===== src/rtl/dram_arbiter.sv =====
// Single-port DRAM arbiter: serialises a write stream and a readback stream onto a
// MIG-style command / write-data / read-return interface, one transaction at a time.
module dram_arbiter #(
   parameter int ADX_WIDTH     = 27,
   parameter int MEM_IF_WIDTH  = 128,
   parameter int MAX_WR_STREAK = 8,
   parameter int RD_TIMEOUT    = 255
) (
   input  logic                    clk,
   input  logic                    reset,
   input  logic                    wr_req,
   input  logic [ADX_WIDTH-1:0]    wr_adx,
   input  logic [MEM_IF_WIDTH-1:0] wr_data,
   output logic                    wr_grant,
   input  logic                    rd_req,
   input  logic [ADX_WIDTH-1:0]    rd_adx,
   output logic                    rd_grant,
   output logic [MEM_IF_WIDTH-1:0] rd_data,
   output logic                    rd_valid,
   output logic                    rd_error,
   output logic                    busy,
   input  logic                    calib_done,
   output logic                    mem_cmd_en,
   output logic [2:0]              mem_cmd_instr,
   output logic [ADX_WIDTH-1:0]    mem_cmd_addr,
   input  logic                    mem_cmd_rdy,
   output logic [MEM_IF_WIDTH-1:0] mem_wdf_data,
   output logic                    mem_wdf_wren,
   output logic                    mem_wdf_end,
   input  logic                    mem_wdf_rdy,
   input  logic [MEM_IF_WIDTH-1:0] mem_rd_data,
   input  logic                    mem_rd_data_valid,
   output logic [2:0]              dbg_state
);

   // Handshakes: a memory port transfers on the rising edge where its enable and its
   // rdy are both high; enables depend only on state, never on rdy. Requesters hold
   // *_req until the one-cycle *_grant pulse that follows the accepting edge.
   typedef enum logic [2:0] {
      ST_INIT, ST_IDLE, ST_WR_DATA, ST_WR_CMD, ST_RD_CMD, ST_RD_WAIT
   } state_t;

   localparam int STREAK_W = $clog2(MAX_WR_STREAK + 1);
   localparam logic [STREAK_W-1:0]  STREAK_MAX = STREAK_W'(MAX_WR_STREAK);
   localparam logic [15:0]          TMO_LAST   = 16'(RD_TIMEOUT - 1);
   localparam logic [ADX_WIDTH-1:0] ADX_ALIGN  = ~(ADX_WIDTH'(7));
   localparam logic [2:0]           INSTR_WR   = 3'b000;
   localparam logic [2:0]           INSTR_RD   = 3'b001;

   state_t                  state, state_nxt;
   logic [STREAK_W-1:0]     streak;
   logic [15:0]             tmo_cnt;
   logic [ADX_WIDTH-1:0]    adx_q;
   logic [MEM_IF_WIDTH-1:0] wdata_q;
   logic [ADX_WIDTH-1:0]    adx_sel;
   logic                    grant_wr, grant_rd, rd_done, rd_abort;
   logic                    streak_full;

   assign streak_full = (streak == STREAK_MAX);
   assign adx_sel     = grant_rd ? rd_adx : wr_adx;
   assign dbg_state   = state;
   assign busy        = !reset && (state != ST_IDLE);

   always_comb begin
      state_nxt     = state;
      grant_wr      = 1'b0;
      grant_rd      = 1'b0;
      rd_done       = 1'b0;
      rd_abort      = 1'b0;
      mem_cmd_en    = 1'b0;
      mem_cmd_instr = INSTR_WR;
      mem_cmd_addr  = '0;
      mem_wdf_data  = '0;
      mem_wdf_wren  = 1'b0;
      mem_wdf_end   = 1'b0;

      case (state)
         ST_WR_DATA: begin
            mem_wdf_wren = 1'b1;
            mem_wdf_end  = 1'b1;
            mem_wdf_data = wdata_q;
         end
         ST_WR_CMD: begin
            mem_cmd_en   = 1'b1;
            mem_cmd_addr = adx_q;
         end
         ST_RD_CMD: begin
            mem_cmd_en    = 1'b1;
            mem_cmd_instr = INSTR_RD;
            mem_cmd_addr  = adx_q;
         end
         default: ;
      endcase

      // Losing calibration overrides everything, including a pending grant or pulse.
      if (!calib_done) begin
         state_nxt = ST_INIT;
      end else begin
         case (state)
            ST_INIT: state_nxt = ST_IDLE;
            ST_IDLE: begin
               if (rd_req && (!wr_req || streak_full)) begin
                  grant_rd  = 1'b1;
                  state_nxt = ST_RD_CMD;
               end else if (wr_req) begin
                  grant_wr  = 1'b1;
                  state_nxt = ST_WR_DATA;
               end
            end
            ST_WR_DATA: if (mem_wdf_rdy) state_nxt = ST_WR_CMD;
            ST_WR_CMD:  if (mem_cmd_rdy) state_nxt = ST_IDLE;
            ST_RD_CMD:  if (mem_cmd_rdy) state_nxt = ST_RD_WAIT;
            ST_RD_WAIT: begin
               if (mem_rd_data_valid) begin
                  rd_done   = 1'b1;
                  state_nxt = ST_IDLE;
               end else if (tmo_cnt == TMO_LAST) begin
                  rd_abort  = 1'b1;
                  state_nxt = ST_IDLE;
               end
            end
            default: state_nxt = ST_INIT;
         endcase
      end
   end

   always_ff @(posedge clk) begin
      if (reset) begin
         state    <= ST_INIT;
         wr_grant <= 1'b0;
         rd_grant <= 1'b0;
         rd_valid <= 1'b0;
         rd_error <= 1'b0;
         rd_data  <= '0;
         adx_q    <= '0;
         wdata_q  <= '0;
         streak   <= '0;
         tmo_cnt  <= '0;
      end else begin
         state    <= state_nxt;
         wr_grant <= grant_wr;
         rd_grant <= grant_rd;
         rd_valid <= rd_done;
         rd_error <= rd_abort;
         if (grant_wr || grant_rd) adx_q <= adx_sel & ADX_ALIGN;
         if (grant_wr) wdata_q <= wr_data;
         if (rd_done) rd_data <= mem_rd_data;
         if (state == ST_RD_CMD) tmo_cnt <= '0;
         else if (state == ST_RD_WAIT) tmo_cnt <= tmo_cnt + 16'd1;
         // Streak only counts writes that overtook a waiting read.
         if (!rd_req || grant_rd) streak <= '0;
         else if (grant_wr && !streak_full) streak <= streak + 1'b1;
      end
   end

endmodule

===== config.mk =====
export PLATFORM = sky130hd
export DESIGN_NAME = dram_arbiter
export DESIGN_NICKNAME = d
export VERILOG_FILES = /design/src/rtl/dram_arbiter.sv
export SDC_FILE = /design/constraint.sdc
export NUM_CORES = 1
export LEC_CHECK = 0
export CAP_MARGIN = 20
export CORE_AREA = 5 5 237 239
export DETAILED_ROUTE_END_ITERATION = 12
export DIE_AREA = 0 0 242 244
export SLEW_MARGIN = 20
export SYNTH_ARGS = -nofsm -noshare
export SYNTH_HDL_FRONTEND = slang
export SYNTH_SLANG_ARGS = --single-unit

===== constraint.sdc =====
create_clock -name clk -period 1.6 [get_ports clk]
set_input_delay 0.32 -clock clk [delete_from_list [all_inputs] [get_ports clk]]
set_output_delay 0.32 -clock clk [all_outputs]
set_load 0.005 [all_outputs]

==> reports/results.tsv <==
stage	metric	value	unit
critical_path	crit path buf inv count	3	
critical_path	R2R Path Start	dbg_state[2]	
global_routing	pin count of the biggest net entering global routing	133	
power	peak supply drop	0.000758	V
floorplanning	Core Region	0.0536	sq mm
critical_path	WS Path Type	flip-flop to output port	
global_routing	global-route wire length before repair	73.1	mm
sta	Fin Setup TNS	-185510	ps
critical_path	R2R setup slack	-400	ps
yosys	cell with the most instances after synthesis	nand2_1	
sta	worst slew pin tran	710	ps
yosys	mapped cell area	0.0123	sq mm
sta	period utilisation layout	1.57	
yosys	Async SR Flop Fraction	0	
routing	drt total wl	53.7	mm
global_routing	vias in the first global route	12744	
yosys	Commonest cells post-synth	569 x nand2_1, 307 x dfxtp_1, 263 x a21oi_1	
yosys	Post-synth EDFFs	0	
critical_path	Reg2Reg Depth	9	
floorplanning	DIE WIDTH	242	microns
placement	pre-CTS WS	-504	ps
yosys	Synth top area share	0.500	
critical_path	Worst Path Arrival	2190	ps
routing	vias per cell	4.48	
sta	clk_skew	8.77	ps
job	Max Cap Viol	0	
clocking	CTS tree	built	
critical_path	reg-to-reg endpoint	wdata_q[84]	
final_layout	Nets	2592	
global_routing	met2 Use GR	0.261	
critical_path	Crit. End Element	output port	
critical_path	startpoint types	flip-flop	
routing	WL/cell	17.9	microns
critical_path	CP cell instances	nor3b_4 > buf_12 > clkbuf_16 > and2_1 > clkdlybuf4s50_1	
critical_path	worst setup path startpoint	dbg_state[2]	
critical_path	CP max FO	23	
yosys	cell taking the most area after synthesis	dfxtp_1	
sta	worst setup margin	-907	ps
routing	TritonRoute pass-1 iters	5	
sta	crit path time final	2510	ps
yosys	post-synthesis cell type count	48	
clocking	CTS Buf Count	38	
routing	residual DRC count	0	
routing	violation count after the first detailed-route iteration	549	
sta	worst hold slack	124	ps
yosys	Avg Cell Area, Syn	7.75	sq um
final_layout	synthesis-to-finish area growth	79.2	%
final_layout	fill count	5330	
global_routing	GR Util met3	0.0508	
critical_path	Critical Path RT	1280	ps
clocking	CTS clock-pin slew for the worst setup and hold paths	50	ps
run_status	failing checks	negative setup slack	
clocking	H-tree depth	2	
sta	Setup-failing EPs final	587	
run_status	status	complete, but fails checks	
power	pwr dens	811	mW/mm^2
placement	GPL Wtd Cong	0.850	
global_routing	gr ovfl total	0	
global_routing	initial antenna violation count	0	
critical_path	crit-path max cell delay	510	ps
power	leakage	8.50	nW
critical_path	delay-heaviest family, CP	buffers and inverters	
sta	final hold vios	0	
yosys	yosys warns	0	
yosys	Synth Flop Type	dfxtp_1	
yosys	Yosys reg bits	307	
sta	Relative slew margins	0.526	
floorplanning	die extent in y	244	microns
critical_path	Worst Setup EP	mem_wdf_data[124]	
sta	RSZ-0062 raised after global routing	yes	
clocking	Num Clock Sinks	307	
final_layout	n_diodes	0	
yosys	ranking of synthesized cells by area	dfxtp_1 50%, nand2_1 17%, a21oi_1 11%	
global_routing	met1 Use GR	0.179	
clocking	CTS Root Cell	clkbuf_16	
sta	maximum clock rate	399	MHz
floorplanning	Initial Utilization	0.229	
global_routing	Top Usage Layer GRT	met2	
yosys	sequential area share after synthesis	0.500	
critical_path	slowest cell on the critical path	clkdlybuf4s50_1	
final_layout	share of cells above drive strength 1	0.164	
placement	hpwl dp	35.9	mm
critical_path	critical path depth	5	
floorplanning	Die ar.	0.0590	sq mm
yosys	Post-Syn Instances	1585	
floorplanning	I/O Pins	615	
clocking	Clock Latency Late Sink	540	ps
routing	Vias	13415	
global_routing	GRT Total Usage	0.153	
sta	Pins Over Slew Limit	0	
min_path	Hold Crit Class	primary input to flip-flop	
clocking	Longest Clk Path Bufs	3	
routing	ANT nets after route	0	
floorplanning	placement row count	85	
placement	# port buffers	603	
==> per-stage QoR <==
stage / cell area, sq um / total power [mW] / utilization / std cells
CTS: 21000 / 17.9 / 0.392 / 2935
detailed placement: 19700 / 9.31 / 0.367 / 2862
finish: 22000 / 17.9 / 0.411 / 2995
global route: 22000 / 18.5 / 0.411 / 2995
floorplan: 12400 / 8.31 / - / 1589
global placement: 19700 / 9.30 / 0.367 / 2862
==> layout make-up <==
cell class	instances	area (sq um)	area share
inverter	6	22.5	0.00102
clock buffer	61	1200	0.0546
tap	696	871	0.0396
timing repair buffer	768	7980	0.362
multi-input combinational	1149	5740	0.261
sequential	307	6160	0.280
clock inverter	8	50.0	0.00227
==> sequential cells by signal, indices dropped and copies added (netlist names) <==
signal,flops
tmo_cnt,16
adx_q,24
rd_error,1
rd_grant,1
wdata_q,128
streak,4
rd_valid,1
rd_data,128
wr_grant,1
dbg_state,3
==> power breakdown <==
part,internal [mW],switching (mW),leakage (nW)
Combinational,0.988,0.554,5.40
Sequential,7.74,0.0573,2.48
Clock,5.15,3.38,0.617
Total,13.9,3.99,8.50
==> what timing repair did <==
action,CTS,global route
gates cloned,2,22
pin swaps,2,27
resized for setup,105,273
endpoints found under the hold margin,1,0
buffers inserted,1,38
setup endpoints to repair,588,589
hold buffers,1,0
==> per-layer routing <==
metal,vias up,wire length [microns]
li1,6498,-
met1,6242,21800
met2,574,25800
met3,101,4330
met4,0,1820
met5,-,0
==> placed cells by master, fill, tap and decap left out, types with 7 or more instances in the layout <==
master / n
nand4_1: 7
and2_4: 25
buf_12: 26
clkbuf_16: 57
clkdlybuf4s15_2: 18
clkbuf_8: 11
and2_1: 129
nand2_1: 565
buf_4: 95
clkbuf_1: 10
dfxtp_1: 303
dlymetal6s2s_1: 24
a21oi_1: 260
buf_6: 38
clkbuf_2: 45
clkdlybuf4s50_1: 481
nor2_1: 42
a311oi_1: 19
buf_8: 7
==> how the worst min path moves through the flow <==
stage / from / endpoint / slack [ps] / cells after the start
after CTS: reset / tmo_cnt[11] / 80 / 3
after global routing: reset / tmo_cnt[11] / 100 / 3
after floorplan: wdata_q[0] / wdata_q[0] / 430 / 2
after detailed placement: wdata_q[5] / wdata_q[5] / 440 / 2
after global placement: wdata_q[119] / wdata_q[119] / 440 / 2
final: reset / tmo_cnt[11] / 120 / 3
==> kinds of logic (layout without fill, tap and decap cells) <==
| logic type | after synthesis | after routing | synth area share |
|---|---|---|---|
| other | 1 | 5 | 0.000305 |
| AO/OA/AOI/OAI | 307 | 307 | 0.137 |
| XOR/XNOR | 11 | 11 | 0.00784 |
| buffers and inverters | 133 | 843 | 0.0516 |
| AND/OR/NAND/NOR | 819 | 819 | 0.297 |
| multiplexers | 3 | 3 | 0.00244 |
| adder cells (fa/ha/maj) | 4 | 4 | 0.00407 |
| flip-flops | 307 | 307 | 0.500 |
==> worst min-delay path, delay by kind of cell <==
kind | cells | cell delay [ps]
buffers and inverters | 1 | 150
AOI/OAI and AO/OA | 1 | 80
and+or+nand+nor | 1 | 50
Note: power is estimated with default switching activity, not from simulation.
